$ cat src/rtl/seg_multi_cycle_adder.sv
// Iterative WIDTH-bit adder/subtractor: one SEG_W-bit segment per clock,
// ripple carry held in a register between segments. Ready/valid input
// handshake, subtract mode, carry-in, carry-out and signed overflow.
module seg_multi_cycle_adder #(
    parameter int WIDTH = 32,
    parameter int SEG_W = 16
) (
    input  logic             clk_i,
    input  logic             rst_i,
    input  logic [WIDTH-1:0] a_i,
    input  logic [WIDTH-1:0] b_i,
    input  logic             sub_i,
    input  logic             cin_i,
    input  logic             valid_i,
    output logic             ready_o,
    output logic             valid_o,
    output logic [WIDTH-1:0] res_o,
    output logic             cout_o,
    output logic             ovf_o
);

    localparam int NSEG  = WIDTH / SEG_W;
    localparam int CNT_W = (NSEG > 1) ? $clog2(NSEG) : 1;
    localparam int IDX_W = (WIDTH > 1) ? $clog2(WIDTH) : 1;

    localparam logic [0:0] S_IDLE = 1'b0;
    localparam logic [0:0] S_BUSY = 1'b1;

    localparam logic [CNT_W-1:0] LAST_SEG = CNT_W'(NSEG - 1);

    // A width that is not a whole number of segments would leave high bits unadded.
    if ((WIDTH % SEG_W) != 0 || NSEG < 1) begin : g_bad_seg_w
        $error("seg_multi_cycle_adder: WIDTH must be a non-zero multiple of SEG_W");
    end

    logic [0:0]       r_state;
    logic [CNT_W-1:0] r_seg_cnt;
    logic [WIDTH-1:0] r_a;
    logic [WIDTH-1:0] r_b;      // B, already inverted in subtract mode
    logic             r_carry;  // ripple carry between segments
    logic [WIDTH-1:0] r_acc;    // partial result, kept apart from res_o
    logic             r_valid;
    logic [WIDTH-1:0] r_res;
    logic             r_cout;
    logic             r_ovf;

    logic             w_ready;
    logic             w_accept;
    logic             w_last;
    logic [IDX_W-1:0] w_seg_base;
    logic [SEG_W-1:0] w_a_seg;
    logic [SEG_W-1:0] w_b_seg;
    logic [SEG_W:0]   w_seg_sum;
    logic [WIDTH-1:0] w_acc_next;
    logic             w_ovf;

    assign w_ready  = (r_state == S_IDLE) && !rst_i;
    assign w_accept = valid_i && w_ready;
    assign w_last   = (r_seg_cnt == LAST_SEG);

    // Current segment slice, its sum with the running carry, and the merged result.
    always_comb begin
        w_seg_base = IDX_W'(32'(r_seg_cnt) * 32'(SEG_W));
        w_a_seg    = r_a[w_seg_base +: SEG_W];
        w_b_seg    = r_b[w_seg_base +: SEG_W];
        w_seg_sum  = {1'b0, w_a_seg} + {1'b0, w_b_seg} + {{SEG_W{1'b0}}, r_carry};
        w_acc_next = r_acc;
        w_acc_next[w_seg_base +: SEG_W] = w_seg_sum[SEG_W-1:0];
        // Signed overflow: operands share a sign that the result does not.
        w_ovf = (r_a[WIDTH-1] == r_b[WIDTH-1]) && (w_acc_next[WIDTH-1] != r_a[WIDTH-1]);
    end

    // Control FSM plus the visible result registers, which reset to zero.
    always_ff @(posedge clk_i) begin
        if (rst_i) begin
            r_state   <= S_IDLE;
            r_seg_cnt <= '0;
            r_valid   <= 1'b0;
            r_res     <= '0;
            r_cout    <= 1'b0;
            r_ovf     <= 1'b0;
        end else begin
            r_valid <= 1'b0;
            case (r_state)
                S_IDLE: begin
                    if (w_accept) begin
                        r_state   <= S_BUSY;
                        r_seg_cnt <= '0;
                    end
                end
                S_BUSY: begin
                    r_seg_cnt <= r_seg_cnt + CNT_W'(1);
                    if (w_last) begin
                        r_state   <= S_IDLE;
                        r_seg_cnt <= '0;
                        r_valid   <= 1'b1;
                        r_res     <= w_acc_next;
                        r_cout    <= w_seg_sum[SEG_W];
                        r_ovf     <= w_ovf;
                    end
                end
                default: begin
                    r_state   <= S_IDLE;
                    r_seg_cnt <= '0;
                end
            endcase
        end
    end

    // Operand capture at accept, then segment-by-segment accumulation while busy.
    always_ff @(posedge clk_i) begin
        if (w_accept) begin
            r_a     <= a_i;
            r_b     <= sub_i ? ~b_i : b_i;
            r_carry <= sub_i ? 1'b1 : cin_i;
            r_acc   <= '0;
        end else if (r_state == S_BUSY) begin
            r_acc   <= w_acc_next;
            r_carry <= w_seg_sum[SEG_W];
        end
    end

    assign ready_o = w_ready;
    assign valid_o = r_valid;
    assign res_o   = r_res;
    assign cout_o  = r_cout;
    assign ovf_o   = r_ovf;

endmodule

$ cat config.mk
export PLATFORM = sky130hd
export DESIGN_NAME = seg_multi_cycle_adder
export DESIGN_NICKNAME = d
export VERILOG_FILES = /design/src/rtl/seg_multi_cycle_adder.sv
export SDC_FILE = /design/constraint.sdc
export NUM_CORES = 1
export LEC_CHECK = 0
export BUFFER_PORTS_ARGS = -buffer_cell sky130_fd_sc_hd__buf_2
export CORE_MARGIN = 2
export CORE_UTILIZATION = 60
export CTS_BUF_LIST = sky130_fd_sc_hd__clkbuf_8
export DETAILED_ROUTE_END_ITERATION = 6
export GPL_TIMING_DRIVEN = 0
export MAX_ROUTING_LAYER = met4
export PLACE_DENSITY = 0.86
export SKIP_LAST_GASP = 1
export SLEW_MARGIN = 30
export SYNTH_ARGS = -nofsm -noshare
export SYNTH_HDL_FRONTEND = slang
export SYNTH_SLANG_ARGS = --single-unit
$ cat constraint.sdc
create_clock -name clk_i -period 9.1 [get_ports clk_i]
set_input_delay 1.82 -clock clk_i [delete_from_list [all_inputs] [get_ports clk_i]]
set_output_delay 1.82 -clock clk_i [all_outputs]
set_load 0.03 [all_outputs]
Word-level counts from Yosys, hierarchy flattened
Cells that the tools add are included.
- bits in registers: 134
- latch bits: 0
- RAM bits: 0
- memory bits (read-only): 0
- input port bits: 69
- output and inout bits: 36
- logic and storage cells: 42
- memories kept: 0
- add/subtract/negate cells: 4
- $mul: 0
- div/mod/pow operators: 0
- $lt $le $gt $ge: 0
- equal/unequal tests: 3
- shifts and indexed selects: 4
- multiplexer cells: 12
- bitwise gates (word level): 2
- reductions and logical operators: 7
- operators by type and width (kind ; count):
    $shiftx A32 B6 Y16 ; 2
    $bwmux W32 ; 1
    $mux W32 ; 1
    $not A32 Y32 ; 1
    $shift A16 B7 Y32 const A ; 1
    $shiftx A16 B7 Y32 ; 1
    $add A16 B16 Y17 ; 1
    $add A17 B1 Y17 ; 1
    $mux W1 ; 8
    $neg A5 Y7 ; 1
    $pmux W1 S2 ; 2
    $logic_and A1 B1 Y1 ; 3
    $ne A2 B2 Y1 const B ; 1
    $reduce_and A2 Y1 ; 1
    $reduce_bool A2 Y1 ; 1
    $reduce_or A2 Y1 ; 1
    $add A1 B1 Y1 const B ; 1
    $eq A1 B1 Y1 ; 1
    $logic_not A1 Y1 ; 1
    $ne A1 B1 Y1 ; 1
    $not A1 Y1 ; 1

Longest topological paths before layout
Gate-level depths: netlist (run 1).
- word-level depth: 7
- mapped depth: 11
- gate-level depth less buffers: 9

Least setup slack after synthesis (run 1)
No wires, ideal clock.
- path type: input port to flip-flop
- start: in rst_i
- end: reg r_a[0] (enable)
- library setup time: 0.447 ns
- arrival: 4.393 ns
- required time: 8.653 ns
- setup slack: 4.260 ns
- stages: 4
- buffers on the path: 1
- cell sequence: nor2_1 nand2_1 clkinv_1 buf_1
- longest elaborated chain between the ends: 3
- ends and longest elaborated chain (item ; line ; source):
    from (decl) ; 9 ; input logic rst_i,
    $logic_not A1 Y1 ; 57 ; assign w_ready = (r_state == S_IDLE) && !rst_i;
    $logic_and A1 B1 Y1 ; 57 ;
    $logic_and A1 B1 Y1 ; 58 ; assign w_accept = valid_i && w_ready;
    named net w_accept ; 48 ; logic w_accept;
    to (signal assigned) ; 113 ; r_a <= a_i;
    to (decl) ; 38 ; logic [WIDTH-1:0] r_a;
The timed path passes the listed nets, and every way through them passes these cells.
A chain may end at the register's enable or synchronous reset.

Final worst setup path (run 1)
- start: in rst_i
- end: out ready_o
- longest elaborated chain between the ends: 2
- ends and longest elaborated chain (item ; line ; source):
    $logic_not A1 Y1 ; 57 ;
    $logic_and A1 B1 Y1 ; 57 ;
    to (decl) ; 15 ; output logic ready_o,
No other way between the ends.

==> run_results.csv, run 1 <==
group,metric,value,unit
synthesis,yosysWarnings,0,
floorplanning,dieArea,0.00988,mm2
power,total_power,1380,uW
cells_and_area,drive_above_1_share,0.320,
run,cap_viol_max_count,0,
cells_and_area,layout_commonest_cell,"buf_2",
floorplanning,io_pins,105,
power,peakVddDrop,0.000136,V
timing,maxSlewHeadroom,0.602,
cts,clock_path_buffers,2,
floorplanning,rows,34,
setup_path,required,7280,ps
floorplanning,die_y,99.4,um
routing,dr.pass1.iters,4,
timing,hold_viol,0,
timing,rsz0062_at_grt,"no",
routing,drt_iter0_markers,223,
hold_path,hold_path.class,"flop to flop",
synthesis,netlist-cell-type-count,57,
synthesis,synth_top_family_by_area,"simple AND/OR/NAND/NOR gates",
synthesis,syn_area_per_cell,11.3,um2
timing,fmax,0.244,GHz
cts,root_buffer,"clkbuf_8",
synthesis,yosys.area_share.simple,0.122,
synthesis,async_reset_ff_frac,0,
setup_path,slowest_stage,"buf_2",
cts,cts_setup_buffers,0,
cts,post_cts_resized,0,
timing,slew_viol_final,0,
global_route,grt_usage,0.261,
cts,cts_tree,"yes",
setup_path,crit_path_max_fanout,3,
global_route,gr-total-overflow,0,
cts,insertion_delay,440,ps
floorplanning,initial_core_util,0.623,
cts,htree_levels,4,
cells_and_area,n_antenna_cell,0,
routing,drc,0,
timing,fin_crit_sh,0.451,
placement,port_buffers,103,
routing,wl_per_cell,16.5,um
floorplanning,coreArea,0.00876,mm2
power,powerDensity,211,mW/mm2
synthesis,synth_xor_area_frac,0.0641,
floorplanning,fp.dieW,99.4,um
setup_path,path_cells,"buf_2, nor2_1, buf_2",
power,leakagePower,0.00262,uW
setup_path,arrival,2280,ps
synthesis,ys_seq_area_frac,0.552,
timing,skew,11.5,ps
cts,numCtsBuffers,17,
hold_path,hold_path_startpoint,"res_o[3]$_SDFFE_PP0P_",
global_route,antenna_found_initial,0,
global_route,grt_pass1_vias,3992,
cts,cts.clk_slew.worst_paths,70,ps
routing,routed_via_density,5.54,
setup_path,critical_path_class,"input pin to output port",
timing,tightest_slew,597,ps
routing,wl,12.0,mm
synthesis,synth_fa_ha_area_frac,0.0417,
synthesis,synth_seq_cells,118,
synthesis,synth_flop_cell,"edfxtp_1",
synthesis,synthesis.nets,568,
cells_and_area,mostFrequentLayoutCells,"buf_2 (113), nand2_1 (71), edfxtp_1 (65), dfxtp_1 (53), a21oi_1 (39)",
setup_path,critPathLaunch,"rst_i",
placement,dp_hpwl,8.63,mm
cells_and_area,area_growth,19.7,%
global_route,grt_max_degree,31,
synthesis,synth_area,0.00546,mm2
routing,vias,4029,
setup_path,critPathLaunchType,"input pin",
synthesis,synth-compound-area-share,0.117,
cts,cts.sinks,118,
synthesis,syn_inst,482,
timing,post-route-min-period,4100,ps
global_route,grt_pass1_wl,19.3,mm
synthesis,synth_edf_count,65,
cells_and_area,nets,692,
synthesis,yosys-mux-area-fraction,0.0696,
routing,ant_nets,0,
timing,finalSetupViolations,0,
setup_path,cpMostUsedCell,"buf_2",
placement,gp_congestion,0.898,
setup_path,cp-end-kind,"output port",
timing,fin_setup_tns,0,ps
cts,cts_hold_buf,0,
setup_path,reg2reg_from,"r_seg_cnt$_SDFFE_PP0P_",
status,status,"completed",
setup_path,cpPeakStageDelay,220,ps
## flip-flops by register name (all words and copies together), names as in the netlist
register   flops
r_a           32
r_b           32
res_o         32
r_acc         16
cout_o         1
ovf_o          1
r_carry        1
r_seg_cnt      1
r_state        1
valid_o        1
## critical path, delay by kind of cell
kind,cells,cell delay (ps)
AND/OR/NAND/NOR,1,130
buffers and inverters,2,330
## cells by family (layout without fill, tap and decap cells)
| group | Yosys count | in the layout |
|---|---|---|
| flip-flops | 118 | 118 |
| XOR/XNOR | 40 | 40 |
| multiplexers | 34 | 34 |
| AO/OA/AOI/OAI | 92 | 92 |
| adder cells (fa/ha/maj) | 17 | 17 |
| buffers and inverters | 42 | 179 |
| AND/OR/NAND/NOR | 139 | 139 |
## cell usage after synthesis, drive strengths merged (3+ instances only)
cell type / n / share of area
xnor2: 5 / 0.0080
a311o: 4 / 0.0073
a211oi: 4 / 0.0064
nor4: 4 / 0.0069
nand3: 12 / 0.011
edfxtp: 65 / 0.36
nor2: 17 / 0.012
a21o: 6 / 0.0096
nor4b: 4 / 0.0064
mux2: 32 / 0.066
and3: 5 / 0.0057
nand2: 71 / 0.049
ha: 15 / 0.034
buf: 18 / 0.017
dfxtp: 53 / 0.19
o21ai: 18 / 0.019
clkbuf: 18 / 0.012
inv: 5 / 0.0034
xor2: 35 / 0.056
o211ai: 5 / 0.0087
nand2b: 3 / 0.0034
nor3: 8 / 0.0073
a21oi: 43 / 0.044
## power by group
part / switching (uW) / internal [uW]
Combinational: 166 / 115
Clock: 219 / 239
Sequential: 23.3 / 615
## final cells by class
| class | instances | area (um2) |
|---|---|---|
| plain buffers | 36 | 163 |
| clock buffers | 17 | 234 |
| clock inverters | 15 | 141 |
| fillers | 600 | 2230 |
| inverters | 6 | 22.5 |
| multi-input cells | 322 | 2260 |
| flip-flops and latches | 118 | 3010 |
| well taps | 108 | 135 |
| repair buffers | 105 | 563 |
## final timing paths
check | to | slack, ps | cells past startpoint
hold / removal | res_o[3]$_SDFFE_PP0P_ | 450 | 2
hold reg to reg | res_o[3]$_SDFFE_PP0P_ | 450 | 2
setup / recovery | ready_o | 5000 | 3
setup reg to reg | res_o[26]$_SDFFE_PP0P_ | 5360 | 11
## per-layer routing
metal  up-vias  share of wire  global-route usage
met1      1856           0.43               0.330
li1       1976              -                   -
met2       172           0.48               0.412
met4         0          0.030               0.124
met3        25          0.059              0.0464
met5         -              0                   -
## stage by stage
step	hold slack [ps]	cell area, um2	util	setup WS (ps)	std cells
after floorplan	429	5460	-	4260	482
after global placement	440	6110	0.697	3910	693
after detailed placement	445	6160	0.703	4990	695
after CTS	455	6540	0.746	4990	727
after global routing	469	6540	0.746	4980	727
final	452	6540	0.746	5000	727
Power figures use the tool's default switching activity.
==> run 2: changes to the inputs <==
CORE_UTILIZATION = 57   (was 60)
PLACE_DENSITY = 0.82   (was 0.86)
clock period = 4.1 ns   (was 9.1 ns; I/O delays follow)
==> run_results.csv, run 2 (synthesis results as in run 1) <==
group,metric,value,unit
status,status,"completed",
global_route,grt_usage,0.251,
setup_path,reg2reg_depth,11,
floorplanning,coreArea,0.00928,mm2
global_route,gr-total-overflow,0,
placement,dp_hpwl,8.75,mm
floorplanning,die_y,102,um
floorplanning,io_pins,105,
routing,ant_nets,0,
routing,wl_per_cell,16.2,um
cts,root_buffer,"clkbuf_8",
placement,port_buffers,103,
setup_path,cp-end-kind,"flop",
setup_path,critPathLaunchType,"flop",
routing,wl,12.1,mm
routing,routed_via_density,5.43,
cts,numCtsBuffers,17,
timing,finalSetupViolations,0,
cts,clock_path_buffers,2,
hold_path,hold_path.class,"flop to flop",
cts,insertion_delay,430,ps
cts,cts_tree,"yes",
cts,post_cts_resized,0,
cts,cts.clk_slew.worst_paths,70,ps
cells_and_area,area_growth,21.6,%
timing,tightest_slew,632,ps
cts,cts_setup_buffers,0,
timing,maxSlewHeadroom,0.579,
timing,rsz0062_at_grt,"no",
floorplanning,fp.dieW,102,um
power,peakVddDrop,0.000372,V
timing,skew,10.6,ps
timing,slew_viol_final,0,
placement,gp_congestion,0.885,
routing,drt_iter0_markers,200,
cells_and_area,nets,692,
hold_path,holdPathEnd,"res_o[14]$_SDFFE_PP0P_",
cts,cts.sinks,118,
routing,vias,4060,
floorplanning,rows,35,
cells_and_area,mostFrequentLayoutCells,"buf_2 (113), nand2_1 (71), edfxtp_1 (65), dfxtp_1 (53), a21oi_1 (39)",
timing,fin_crit_sh,0.917,
global_route,grt_pass1_vias,3934,
timing,holdWs,451,ps
cts,cts_hold_buf,0,
cells_and_area,n_antenna_cell,0,
setup_path,r2r_slack,340,ps
timing,hold_viol,0,
hold_path,whs_path_depth,2,
power,powerDensity,489,mW/mm2
timing,post-route-min-period,3760,ps
floorplanning,dieArea,0.0104,mm2
cells_and_area,drive_above_1_share,0.321,
setup_path,crit_path_max_fanout,10,
hold_path,hold_path_startpoint,"res_o[14]$_SDFFE_PP0P_",
cts,htree_levels,4,
global_route,grt_pass1_wl,19.1,mm
setup_path,critical_path_class,"flop to flop",
setup_path,arrival,4080,ps
setup_path,required,4420,ps
routing,dr.pass1.iters,5,
floorplanning,initial_core_util,0.588,
setup_path,reg2reg_from,"r_seg_cnt$_SDFFE_PP0P_",
placement,dp_slack,411,ps
power,leakagePower,0.00267,uW
timing,fmax,0.266,GHz
routing,drc,0,
timing,setup_ws,339,ps
cells_and_area,layout_commonest_cell,"buf_2",
cells_and_area,fillers,684,
run,cap_viol_max_count,0,
setup_path,r2r_end,"res_o[26]$_SDFFE_PP0P_",
global_route,antenna_found_initial,0,
global_route,grt_max_degree,35,
[run 2: worst max-delay path, cell delays in order (launching register included)]
cell,delay [ps]
dfxtp_1,310
buf_2,240
buf_1,530
mux2_2,430
fa_1,470
fa_1,420
a21o_1,210
a21oi_2,260
o21ai_2,130
a41oi_4,290
nor4_2,60
a311o_1,310
[run 2: layout make-up]
class	instances	area (um2)	area share
buffer	36	163	0.0245
clock buffer	18	248	0.0373
clock inverter	14	208	0.0313
inverter	6	22.5	0.00339
multi-input combinational	322	2260	0.341
sequential	118	3010	0.454
tap	129	161	0.0243
timing repair buffer	105	563	0.0848
[run 2: how the worst max path moves through the flow]
| stage | cells past startpoint | endpoint | slack, ps | from |
|---|---|---|---|---|
| floorplan | 4 | r_a[0]$_DFFE_PP_ | 260 | rst_i |
| global placement | 5 | r_a[10]$_DFFE_PP_ | -90 | rst_i |
| detailed placement | 11 | res_o[26]$_SDFFE_PP0P_ | 410 | r_seg_cnt$_SDFFE_PP0P_ |
| CTS | 11 | res_o[26]$_SDFFE_PP0P_ | 380 | r_seg_cnt$_SDFFE_PP0P_ |
| global route | 11 | res_o[26]$_SDFFE_PP0P_ | 210 | r_seg_cnt$_SDFFE_PP0P_ |
| finish | 11 | res_o[26]$_SDFFE_PP0P_ | 340 | r_seg_cnt$_SDFFE_PP0P_ |
[run 2: layer usage]
layer | global-route usage | vias to the layer above | routed length, um
met5 | - | - | 0
met4 | 0.101 | 0 | 238
met3 | 0.0465 | 23 | 682
met2 | 0.408 | 176 | 5950
met1 | 0.311 | 1889 | 5240
li1 | - | 1972 | -
[run 2: power by group]
part | switching [uW] | total (uW) | internal, uW
registers | 50.6 | 1420 | 1370
clock network | 471 | 1210 | 736
logic | 371 | 626 | 255
[run 2: per-stage QoR]
step           std cells  cell area [um2]   util  setup TNS (ps)  power (uW)
6_report             748             6640  0.715               0        3250
5_1_grt              748             6640  0.715               0        3380
4_1_cts              748             6640  0.715               0        3260
3_5_place_dp         716             6190  0.666               0        2050
3_3_place_gp         714             6140  0.661           -5550        2020
2_1_floorplan        482             5460      -               0        1880
==> run 3: changes to the inputs <==
CTS_CLUSTER_DIAMETER = 60   (was unset)
MAX_ROUTING_LAYER = unset   (was met4)
==> run_results.csv, run 3 (synthesis results as in run 1) <==
group,metric,value,unit
status,status,"completed",
cts,root_buffer,"clkbuf_8",
placement,dp_slack,376,ps
routing,dr.pass1.iters,4,
hold_path,hold_path.class,"flop to flop",
cells_and_area,mostFrequentLayoutCells,"buf_2 (113), nand2_1 (71), edfxtp_1 (65), dfxtp_1 (53), a21oi_1 (39)",
cells_and_area,utilization,0.712,
floorplanning,initial_core_util,0.588,
hold_path,whs_path_depth,2,
cts,cts_tree,"yes",
timing,fin_crit_sh,0.913,
cells_and_area,area_growth,21.1,%
global_route,grt_pass1_vias,3996,
cells_and_area,drive_above_1_share,0.318,
floorplanning,coreArea,0.00928,mm2
setup_path,cp-end-kind,"flop",
timing,finalSetupViolations,0,
routing,ant_nets,0,
setup_path,required,4420,ps
placement,dp.cells,716,
global_route,gr-total-overflow,0,
global_route,antenna_found_initial,0,
cts,cts_hold_buf,0,
timing,rsz0062_at_grt,"no",
routing,drt-met1-wl,5.17,mm
setup_path,reg2reg_depth,11,
global_route,grt_pass1_wl,19.3,mm
routing,routed.top_layer,"met4",
timing,hold_viol,0,
floorplanning,rows,35,
cts,cts.clk_slew.worst_paths,70,ps
run,cap_viol_max_count,0,
global_route,grt_max_degree,34,
cts,insertion_delay,430,ps
routing,met2WireLength,6.01,mm
cts,cts_setup_buffers,0,
timing,maxSlewHeadroom,0.596,
power,powerDensity,482,mW/mm2
routing,routed-wl-met3,743,um
timing,post-route-min-period,3740,ps
global_route,grt_usage,0.248,
placement,dp_hpwl,8.70,mm
power,leakagePower,0.00267,uW
cts,cts.sinks,118,
timing,slew_viol_final,0,
setup_path,critical_path_class,"flop to flop",
cells_and_area,layout.cells.non_filler,748,
power,peakVddDrop,0.000250,V
routing,drt_iter0_markers,211,
cts,htree_levels,4,
routing,vias,4032,
routing,wl_per_cell,16.3,um
timing,tightest_slew,605,ps
floorplanning,dieArea,0.0104,mm2
setup_path,critPathLaunchType,"flop",
setup_path,arrival,4060,ps
placement,port_buffers,103,
cts,clock_path_buffers,2,
cts,numCtsBuffers,17,
cells_and_area,n_antenna_cell,0,
floorplanning,die_y,102,um
routing,routed_via_density,5.39,
placement,gp_congestion,0.874,
timing,skew,9.08,ps
floorplanning,fp.dieW,102,um
routing,wl,12.2,mm
cts,post_cts_resized,0,
cells_and_area,layout_commonest_cell,"buf_2",
routing,drc,0,
timing,fmax,0.267,GHz
floorplanning,io_pins,105,
cells_and_area,nets,692,
timing,setup_ws,357,ps
setup_path,crit_path_max_fanout,10,
## run 3: cell types whose count changed in the layout (fill, tap and decap cells not counted)
cell,previous run,this run
bufinv_16,5,4
clkinv_2,2,3
clkinv_4,3,0
clkbuf_8,18,19
inv_1,7,9
## run 3: power breakdown
part	switching (uW)	leakage, uW	total [uW]	internal, uW
combinational	378	0.00140	633	255
sequential	52.3	0.00104	1420	1370
clock	454	0.000231	1140	683
## run 3: through the flow
step,area (um2),power (uW),hold WS (ps),setup TNS (ps)
5_1_grt,6610,3320,467,0
4_1_cts,6610,3190,453,0
3_5_place_dp,6190,2060,444,0
3_3_place_gp,6140,2020,440,-6050
6_report,6610,3190,452,0
2_1_floorplan,5460,1880,429,0
## run 3: critical path, cell delays in order (launching register included)
cell	delay (ps)
dfxtp_1	310
buf_2	240
buf_1	510
mux2_2	430
fa_1	470
fa_1	430
a21o_1	210
a21oi_2	250
o21ai_2	130
a41oi_4	290
nor4_2	60
a311o_1	310
## run 3: per-layer routing
layer | vias to the layer above | global-route usage
met2 | 157 | 0.414
met4 | 0 | 0.120
met5 | - | 0
met1 | 1881 | 0.309
met3 | 26 | 0.0513
li1 | 1968 | -
## run 3: worst paths after layout
check                           slack (ps)                   start                endpoint
worst min-delay path                   450   res_o[5]$_SDFFE_PP0P_   res_o[5]$_SDFFE_PP0P_
worst min register to register         450   res_o[5]$_SDFFE_PP0P_   res_o[5]$_SDFFE_PP0P_
worst max-delay path                   360  r_seg_cnt$_SDFFE_PP0P_  res_o[26]$_SDFFE_PP0P_
worst max register to register         360  r_seg_cnt$_SDFFE_PP0P_  res_o[26]$_SDFFE_PP0P_
## run 3: layout make-up
type                    instances  area, um2
clock inverters                13        164
flip-flops and latches        118       3010
clock buffers                  19        262
repair buffers                105        563
multi-input cells             322       2260
well taps                     129        161
fillers                       700       2670
plain buffers                  36        163
inverters                       6       22.5
